$ cat src/rtl/pipeline_hazard_ctrl_if.sv
// Hazard controller port bundle: the pipeline-stage register/control fields
// in, stall/flush/forward select and MD busy out.
// Ports: master = pipeline side, drives stage info and reads controls;
//        slave  = hazard controller, reads stage info and drives controls.
interface pipeline_hazard_ctrl_if;
  // Source/destination register numbers per stage
  logic [4:0] rsD;
  logic [4:0] rtD;
  logic [4:0] rsE;
  logic [4:0] rtE;
  logic [4:0] writeRegE;
  logic [4:0] writeRegM;
  logic [4:0] writeRegW;
  // Per-stage control bits
  logic       regWriteE;
  logic       regWriteM;
  logic       regWriteW;
  logic       memToRegE;
  logic       memToRegM;
  logic       branchD;
  logic       PCSrcD;
  logic       mdOpD;
  logic       mdStartE;
  // Controls back to the pipeline
  logic       stallF;
  logic       stallD;
  logic       flushD;
  logic       flushE;
  logic       forwardAD;
  logic       forwardBD;
  logic [1:0] forwardAE;
  logic [1:0] forwardBE;
  logic       mdBusy;

  modport master (
    output rsD, rtD, rsE, rtE, writeRegE, writeRegM, writeRegW,
    output regWriteE, regWriteM, regWriteW, memToRegE, memToRegM,
    output branchD, PCSrcD, mdOpD, mdStartE,
    input  stallF, stallD, flushD, flushE,
    input  forwardAD, forwardBD, forwardAE, forwardBE, mdBusy
  );

  modport slave (
    input  rsD, rtD, rsE, rtE, writeRegE, writeRegM, writeRegW,
    input  regWriteE, regWriteM, regWriteW, memToRegE, memToRegM,
    input  branchD, PCSrcD, mdOpD, mdStartE,
    output stallF, stallD, flushD, flushE,
    output forwardAD, forwardBD, forwardAE, forwardBE, mdBusy
  );
endinterface

$ cat src/rtl/pipeline_hazard_ctrl.sv
// Hazard controller for the 5-stage pipeline: load-use / branch-compare
// stalls, jump/branch flush, E and D stage bypass selects, MD busy sequencing.
// Ports: clk, reset_n (async active-low), hz (slave modport of the bundle).
// Latency: all controls combinational same cycle; mdBusy comes from the FSM state.
module pipeline_hazard_ctrl #(
  parameter int MD_LATENCY = 32,  // cycles after mdStartE until HI/LO valid, >= 2
  parameter int CNT_W      = 6    // countdown width, 2**CNT_W > MD_LATENCY
) (
  input  logic                 clk,
  input  logic                 reset_n,
  pipeline_hazard_ctrl_if.slave hz
);

  typedef enum logic [1:0] {
    MD_IDLE = 2'd0,
    MD_BUSY = 2'd1,
    MD_DONE = 2'd2
  } md_state_t;

  localparam logic [CNT_W-1:0] CNT_LOAD = CNT_W'(MD_LATENCY - 1);

  md_state_t        state;
  md_state_t        state_nxt;
  logic [CNT_W-1:0] cnt;
  logic [CNT_W-1:0] cnt_nxt;

  // Register 0 is hard-wired zero, so a write to it never creates a hazard.
  function automatic logic reg_hit(input logic [4:0] dst, input logic [4:0] src);
    return (dst != 5'd0) && (dst == src);
  endfunction

  // ---------------------------------------------------------------------
  // MD busy FSM
  // ---------------------------------------------------------------------
  always_ff @(posedge clk or negedge reset_n) begin
    if (!reset_n) begin
      state <= MD_IDLE;
      cnt   <= '0;
    end else begin
      state <= state_nxt;
      cnt   <= cnt_nxt;
    end
  end

  always_comb begin
    state_nxt = state;
    cnt_nxt   = cnt;
    case (state)
      MD_IDLE: begin
        if (hz.mdStartE) begin
          state_nxt = MD_BUSY;
          cnt_nxt   = CNT_LOAD;
        end
      end
      MD_BUSY: begin
        // A start pulse here is a protocol error and is simply ignored.
        if (cnt == '0) begin
          state_nxt = MD_DONE;
        end else begin
          cnt_nxt = cnt - CNT_W'(1);
        end
      end
      MD_DONE: begin
        // HI/LO are written this cycle; dependents may issue from the next.
        state_nxt = MD_IDLE;
      end
      default: begin
        state_nxt = MD_IDLE;
        cnt_nxt   = '0;
      end
    endcase
  end

  // ---------------------------------------------------------------------
  // Hazard detection
  // ---------------------------------------------------------------------
  logic lw_stall;
  logic br_stall;
  logic md_stall;
  logic any_stall;

  assign lw_stall = hz.memToRegE &
                    (reg_hit(hz.writeRegE, hz.rsD) | reg_hit(hz.writeRegE, hz.rtD));

  // Branches compare in Decode, so an ALU result still in E, or a load
  // still in M, cannot be bypassed in time.
  assign br_stall = hz.branchD &
                    ((hz.regWriteE &
                      (reg_hit(hz.writeRegE, hz.rsD) | reg_hit(hz.writeRegE, hz.rtD))) |
                     (hz.memToRegM &
                      (reg_hit(hz.writeRegM, hz.rsD) | reg_hit(hz.writeRegM, hz.rtD))));

  // The start cycle itself counts as busy: the FSM only leaves IDLE next cycle.
  assign md_stall = hz.mdOpD & ((state != MD_IDLE) | hz.mdStartE);

  assign any_stall = lw_stall | br_stall | md_stall;

  // ---------------------------------------------------------------------
  // Forwarding selects
  // ---------------------------------------------------------------------
  logic [1:0] fwd_ae;
  logic [1:0] fwd_be;

  // Memory holds the younger result, so it takes priority over Writeback.
  function automatic logic [1:0] fwd_sel(input logic [4:0] src);
    if (hz.regWriteM && reg_hit(hz.writeRegM, src)) return 2'b10;
    if (hz.regWriteW && reg_hit(hz.writeRegW, src)) return 2'b01;
    return 2'b00;
  endfunction

  assign fwd_ae = fwd_sel(hz.rsE);
  assign fwd_be = fwd_sel(hz.rtE);

  // ---------------------------------------------------------------------
  // Outputs: forced quiet while reset is asserted, whatever the inputs do.
  // ---------------------------------------------------------------------
  assign hz.stallF    = reset_n & any_stall;
  assign hz.stallD    = reset_n & any_stall;
  assign hz.flushE    = reset_n & any_stall;
  // A redirect out of a stalled Decode would act on stale operands.
  assign hz.flushD    = reset_n & hz.PCSrcD & ~any_stall;
  assign hz.forwardAD = reset_n & hz.regWriteM & reg_hit(hz.writeRegM, hz.rsD);
  assign hz.forwardBD = reset_n & hz.regWriteM & reg_hit(hz.writeRegM, hz.rtD);
  assign hz.forwardAE = reset_n ? fwd_ae : 2'b00;
  assign hz.forwardBE = reset_n ? fwd_be : 2'b00;
  assign hz.mdBusy    = (state != MD_IDLE);

endmodule

$ cat src/flat_wrapper.sv
// flat-port wrapper written by rule: the top's interface ports become plain ports
module pipeline_hazard_ctrl_flat 
#(
  parameter int MD_LATENCY = 32,                                                  
  parameter int CNT_W      = 6                                             
)
  (clk, reset_n, hz_rsD, hz_rtD, hz_rsE, hz_rtE, hz_writeRegE, hz_writeRegM, hz_writeRegW, hz_regWriteE, hz_regWriteM, hz_regWriteW, hz_memToRegE, hz_memToRegM, hz_branchD, hz_PCSrcD, hz_mdOpD, hz_mdStartE, hz_stallF, hz_stallD, hz_flushD, hz_flushE, hz_forwardAD, hz_forwardBD, hz_forwardAE, hz_forwardBE, hz_mdBusy);
  pipeline_hazard_ctrl_if hz_i ();
  input  logic clk;
  input  logic reset_n;
  input wire logic [$bits(hz_i.rsD)-1:0] hz_rsD;
  input wire logic [$bits(hz_i.rtD)-1:0] hz_rtD;
  input wire logic [$bits(hz_i.rsE)-1:0] hz_rsE;
  input wire logic [$bits(hz_i.rtE)-1:0] hz_rtE;
  input wire logic [$bits(hz_i.writeRegE)-1:0] hz_writeRegE;
  input wire logic [$bits(hz_i.writeRegM)-1:0] hz_writeRegM;
  input wire logic [$bits(hz_i.writeRegW)-1:0] hz_writeRegW;
  input wire logic [$bits(hz_i.regWriteE)-1:0] hz_regWriteE;
  input wire logic [$bits(hz_i.regWriteM)-1:0] hz_regWriteM;
  input wire logic [$bits(hz_i.regWriteW)-1:0] hz_regWriteW;
  input wire logic [$bits(hz_i.memToRegE)-1:0] hz_memToRegE;
  input wire logic [$bits(hz_i.memToRegM)-1:0] hz_memToRegM;
  input wire logic [$bits(hz_i.branchD)-1:0] hz_branchD;
  input wire logic [$bits(hz_i.PCSrcD)-1:0] hz_PCSrcD;
  input wire logic [$bits(hz_i.mdOpD)-1:0] hz_mdOpD;
  input wire logic [$bits(hz_i.mdStartE)-1:0] hz_mdStartE;
  output wire logic [$bits(hz_i.stallF)-1:0] hz_stallF;
  output wire logic [$bits(hz_i.stallD)-1:0] hz_stallD;
  output wire logic [$bits(hz_i.flushD)-1:0] hz_flushD;
  output wire logic [$bits(hz_i.flushE)-1:0] hz_flushE;
  output wire logic [$bits(hz_i.forwardAD)-1:0] hz_forwardAD;
  output wire logic [$bits(hz_i.forwardBD)-1:0] hz_forwardBD;
  output wire logic [$bits(hz_i.forwardAE)-1:0] hz_forwardAE;
  output wire logic [$bits(hz_i.forwardBE)-1:0] hz_forwardBE;
  output wire logic [$bits(hz_i.mdBusy)-1:0] hz_mdBusy;
  assign hz_i.rsD = hz_rsD;
  assign hz_i.rtD = hz_rtD;
  assign hz_i.rsE = hz_rsE;
  assign hz_i.rtE = hz_rtE;
  assign hz_i.writeRegE = hz_writeRegE;
  assign hz_i.writeRegM = hz_writeRegM;
  assign hz_i.writeRegW = hz_writeRegW;
  assign hz_i.regWriteE = hz_regWriteE;
  assign hz_i.regWriteM = hz_regWriteM;
  assign hz_i.regWriteW = hz_regWriteW;
  assign hz_i.memToRegE = hz_memToRegE;
  assign hz_i.memToRegM = hz_memToRegM;
  assign hz_i.branchD = hz_branchD;
  assign hz_i.PCSrcD = hz_PCSrcD;
  assign hz_i.mdOpD = hz_mdOpD;
  assign hz_i.mdStartE = hz_mdStartE;
  assign hz_stallF = hz_i.stallF;
  assign hz_stallD = hz_i.stallD;
  assign hz_flushD = hz_i.flushD;
  assign hz_flushE = hz_i.flushE;
  assign hz_forwardAD = hz_i.forwardAD;
  assign hz_forwardBD = hz_i.forwardBD;
  assign hz_forwardAE = hz_i.forwardAE;
  assign hz_forwardBE = hz_i.forwardBE;
  assign hz_mdBusy = hz_i.mdBusy;
  pipeline_hazard_ctrl #(.MD_LATENCY(MD_LATENCY), .CNT_W(CNT_W)) u_core (.clk(clk), .reset_n(reset_n), .hz(hz_i));
endmodule
$ cat config.mk
export PLATFORM = sky130hd
export DESIGN_NAME = pipeline_hazard_ctrl_flat
export DESIGN_NICKNAME = d
export VERILOG_FILES = /design/src/rtl/pipeline_hazard_ctrl_if.sv /design/src/rtl/pipeline_hazard_ctrl.sv /design/src/flat_wrapper.sv
export SDC_FILE = /design/constraint.sdc
export NUM_CORES = 1
export LEC_CHECK = 0
export ABC_CLOCK_PERIOD_IN_PS = 2380
export CORE_UTILIZATION = 39
export DETAILED_ROUTE_END_ITERATION = 8
export PLACE_DENSITY = 0.8
export SKIP_CTS_REPAIR_TIMING = 1
export SKIP_LAST_GASP = 1
export SYNTH_ARGS = -nofsm -noshare
export SYNTH_HDL_FRONTEND = slang
export SYNTH_SLANG_ARGS = --single-unit
$ cat constraint.sdc
create_clock -name clk -period 2.38 [get_ports clk]
set_input_delay 0.476 -clock clk [delete_from_list [all_inputs] [get_ports clk]]
set_output_delay 0.476 -clock clk [all_outputs]
set_load 0.05 [all_outputs]
==> metrics.txt, run 1 <==
Tot Pwr 525.7 uW; H-tree depth 1; Filler cells 131; CTS Sinks 8; fin crit period 2.540 ns; max-slew violations 0; Final Hold Viols 0; vias in the first global route 1,265; Slew headroom 67.18%; Max VDD drop 0.0002414 V; Max Freq 0.3938 GHz; outcome complete, but fails checks; Worst Tran Pin Value 0.4907 ns; antenna viol nets, final 0; initial antenna violation count 0; Clock Skew 0.004724 ns; Synth cell types 33; mapped cell area 1064 um2; # DRC 0; Setup-failing EPs final 3; Area contributors post-synth dfrtp_1, xor2_1, xnor2_1; clock root cell clkbuf_4; WP data required 1.90 ns; starting density of the core 42.16%; latest clock arrival within the worst-skew pair 0.26 ns; Critical Path End Type output port; largest fanout on the critical path 4; # diodes 0; Layout area overhead 93.77%; io pins 57; WHS 0.2034 ns; Crit Path Class input pin to output port; Max Cap Violations 0; cell area after layout 2061 um2; min-delay worst type input pin to asynchronous set/reset pin; final core occ 81.70%; cells after synthesis 133; failing checks setup timing; depth of the worst register-to-register path 7; Max Buffers Root-to-Sink 2; core area 2522 um2; power density cells 255.1 nW/um2; FF+latch count, synth 8; area fraction of the dominant cell type after synthesis 18.82%; final wirelength 4096 um; I/O Buffers 56; P_leak 1.043 nW; post-synthesis sequential area ratio 18.82%; Arrival @ worst endpoint 2.06 ns; Nets 259; gr usage total 24.67%; Mean Syn Cell Area 7.996 um2; DR WL met3 277 um; Yosys warning total 0; top cell type by total area after synthesis dfrtp_1; routed len/inst 17.07 um; Num CTS Buffers 3; uppermost layer routed met4; DRT met1 WL 1598 um; first-pass GRT wire length 5264 um; share of layout cells above drive strength 1 29.52%; RSZ-0062 raised after global routing yes; metal2 WL 2129 um; largest net degree at the start of global routing 15; area post-placement 1911 um2; RD Place Congestion 0.8073; Row Count 18; drt first-iter violations 23; die height 54.22 um; Die ar. 2940 um2; die width 54.22 um; Critical Path Source Type input pin; DRT Pass-1 Iters 4; vias per std cell 5.546; via count 1,331; post-DP HPWL 2827 um; grt ovf 0; CTS tree yes; setup_tns -0.2979 ns; Worst-path clk slew 0.06 ns; final setup margin -0.1595 ns; period utilization 106.7%; syn nets 180
-- path summary, 6_finish.rpt --
path / from / end / slack, ns
worst max-delay path: hz_writeRegM[2] / hz_forwardAE[0] / -0.16
worst min-delay path: reset_n / u_core.cnt[2] / 0.20
worst max register to register: u_core.cnt[1] / u_core.cnt[1] / 0.54
worst min register to register: u_core.cnt[0] / u_core.cnt[0] / 0.53
max in group asynchronous: reset_n / u_core.cnt[4] / 2.02
min in group clk: u_core.cnt[0] / u_core.cnt[0] / 0.53
-- final cells by class --
class	instances	area, um2	area share, %
Clock buffer	3	22.52	1.093
Inverter	4	15.01	0.7286
Multi-Input combinational cell	113	899.6	43.66
Sequential cell	8	200.2	9.715
Tap cell	30	37.54	1.821
Timing Repair Buffer	82	885.9	42.99
-- synthesized netlist by cell type (all sizes together) --
cell type	instances
a2bb2oi	1
o32ai	1
a21oi	3
nand2b	1
o31a	1
nor4	6
o21ai	13
xnor2	19
or3	1
nand3	6
or4	5
o21a	3
and3	4
nor2	4
xor2	22
buf	7
o211ai	1
o2bb2ai	1
nand2	6
inv	4
nor3	7
dfrtp	8
nor2b	2
a31oi	2
or2	1
and2	2
ha	1
clkbuf	1
-- state kept, by name, summed over array words and instances (netlist names) --
name          cells
u_core.state      2
u_core.cnt        6
-- critical path: stages --
cell      delay, ns
clkbuf_2       0.14
or4_4          0.52
o21ai_4        0.21
nor4_2         0.08
buf_4          0.15
nor4_4         0.31
buf_12         0.18
-- stage by stage --
step	cells	setup WS, ns
after global routing	240	-0.1933
after global placement	236	-0.3883
after detailed placement	236	-0.4506
after CTS	239	-0.4580
after floorplan	133	-0.03500
final	240	-0.1595
-- layout by cell type (no fill, tap or decap), drive strengths merged, types with 2 or more instances in the layout --
master / synthesis / final
nor2b: 2 / 2
inv: 4 / 4
o21a: 3 / 3
dfrtp: 8 / 8
clkdlybuf4s50: 0 / 16
nor4: 6 / 6
nand2: 6 / 6
nand3: 6 / 6
clkbuf: 1 / 6
dlymetal6s2s: 0 / 26
and2: 2 / 2
buf: 7 / 37
xor2: 22 / 22
a21oi: 3 / 3
and3: 4 / 4
or4: 5 / 5
nor2: 4 / 4
nor3: 7 / 7
o21ai: 13 / 13
a31oi: 2 / 2
xnor2: 19 / 19
-- cells by family (layout without fill, tap and decap cells) --
kind of cell / count (synthesis) / after routing / synth area share, %
compound gates: 26 / 26 / 15.18
xor+xnor: 41 / 41 / 33.76
fa+ha+maj: 1 / 1 / 1.176
buf+inv: 12 / 89 / 6.116
flops: 8 / 8 / 18.82
simple gates: 45 / 45 / 24.94
-- routing by layer --
metal,up-vias,global-route usage (%)
li1,621,-
met1,629,28.95
met2,72,44.92
met3,9,2.778
met4,0,9.829
met5,-,0
-- power breakdown --
group	switching, mW	internal (mW)
Clock	0.0506	0.0580
Sequential	0	0.136
Combinational	0.131	0.150
(Power assumes the default switching activity.)
==> inputs of run 2 (changes only) <==
Settings changed: CORE_ASPECT_RATIO set to 0.8.
==> metrics.txt, run 2 (synthesis results as in run 1) <==
number of flip-flops in the largest register 6; vias per std cell 5.360; Num CTS Buffers 3; initial antenna violation count 0; antenna viol nets, final 0; Max VDD drop 0.0001660 V; routed len/inst 15.94 um; largest fanout on the critical path 2; Critical Path Max Stage Delay 0.48 ns; min-delay worst type flop to flop; # diodes 0; Post-Place Cells 237; final wirelength 3857 um; clock root cell clkbuf_4; WP data required 1.90 ns; Critical Path Source Type input pin; die width 60.39 um; hold path startpoint u_core.cnt[2]; Arrival @ worst endpoint 1.98 ns; RSZ-0062 raised after global routing yes; Clock Skew 0.0003640 ns; Largest Register u_core.cnt; CTS tree yes; Critical Path End Type output port; I/O Buffers 56; Max Cap Violations 0; CP Cell Sequence clkdlybuf4s50_1 -> or4_1 -> o211ai_1 -> or4_4 -> nor4_4 -> buf_12; share of layout cells above drive strength 1 30.10%; final setup margin -0.07393 ns; Row Count 16; drt first-iter violations 80; Worst Tran Pin Value 0.6259 ns; die height 48.71 um; RD Place Congestion 0.8750; Max Buffers Root-to-Sink 2; grt ovf 0; Worst-path clk slew 0.05 ns; CP Launch Point hz_writeRegW[3]; Non-Filler Instances 242; io pins 57; fin crit period 2.454 ns; Final Hold Viols 0; vias in the first global route 1,312; Critical-path top delay cell clkdlybuf4s50_1; Setup WS pre-CTS -0.4285 ns; worst r2r src u_core.cnt[0]; starting density of the core 42.16%; period utilization 103.1%; Largest regs u_core.cnt: 6 flops, u_core.state: 2 flops; Worst path top cell family by delay simple AND/OR/NAND/NOR gates; via count 1,297; CTS Sinks 8; first-pass GRT wire length 5727 um; Nets 255; Layout area overhead 95.53%; Filler cells 153; gr usage total 25.27%; commonest non-fill, non-tap cell in the layout dlymetal6s2s_1; DRT Pass-1 Iters 4; Max Freq 0.4075 GHz; Critical path buffers and inverters 2; max-slew violations 0; most frequent cells in the layout dlymetal6s2s_1, buf_4, xor2_1; post-DP HPWL 2934 um; Crit Path Class input pin to output port; power density cells 252.0 nW/um2; sequential cell area 201.4 um2; largest net degree at the start of global routing 15; H-tree depth 1; failing checks setup timing; outcome complete, but fails checks; Setup-failing EPs final 3; Die ar. 2941 um2; latest clock arrival within the worst-skew pair 0.26 ns; # DRC 0; Slew headroom 57.89%; core area 2522 um2; P_leak 1.034 nW; multi-input logic area 924.6 um2
run 2: metal layers:
layer  global-route usage (%)  vias up  wire [um]
met5                        0        -          0
met4                    4.651        0         55
met3                    6.417        4        218
met2                    46.15       60       2138
met1                    28.93      617       1445
li1                         -      616          -
run 2: final cells by class:
class                      instances  share of cell area (%)
multi-input combinational        113                   44.46
inverter                           4                  0.7220
tap                               36                   2.166
sequential                         8                   9.687
timing repair buffer              78                   41.88
clock buffer                       3                   1.083
run 2: report_power, final:
| part | leakage [nW] | switching [mW] | internal, mW |
|---|---|---|---|
| registers | 0.0904 | 0 | 0.136 |
| clock network | 0.0138 | 0.0505 | 0.0580 |
| logic | 0.930 | 0.128 | 0.151 |
run 2: worst min-delay path: stages, from the launching register on:
cell     delay (ns)
dfrtp_1        0.35
nand2_1        0.05
o21ai_0        0.07
run 2: worst paths after layout:
| check | to | slack, ns | depth (start not counted) |
|---|---|---|---|
| worst max-delay path | hz_forwardAE[0] | -0.07 | 6 |
| min in group asynchronous | u_core.cnt[1] | 0.55 | 2 |
| worst min-delay path | u_core.cnt[2] | 0.51 | 2 |
| worst min register to register | u_core.cnt[2] | 0.51 | 2 |
| worst max register to register | u_core.cnt[1] | 0.46 | 7 |
| max in group asynchronous | u_core.state[1] | 1.67 | 2 |
run 2: stage by stage:
stage	TNS, ns	hold slack [ns]	instance area (um2)	utilization [%]	power, mW
after floorplan	-0.03500	0.1804	1104	-	0.2478
after detailed placement	-3.889	0.4944	1881	74.55	0.3979
final	-0.1723	0.5125	2079	82.44	0.5239
after global placement	-3.685	0.4775	1881	74.55	0.3902
after CTS	-3.888	0.5055	1903	75.45	0.5053
after global routing	-0.3293	0.5393	2079	82.44	0.5493
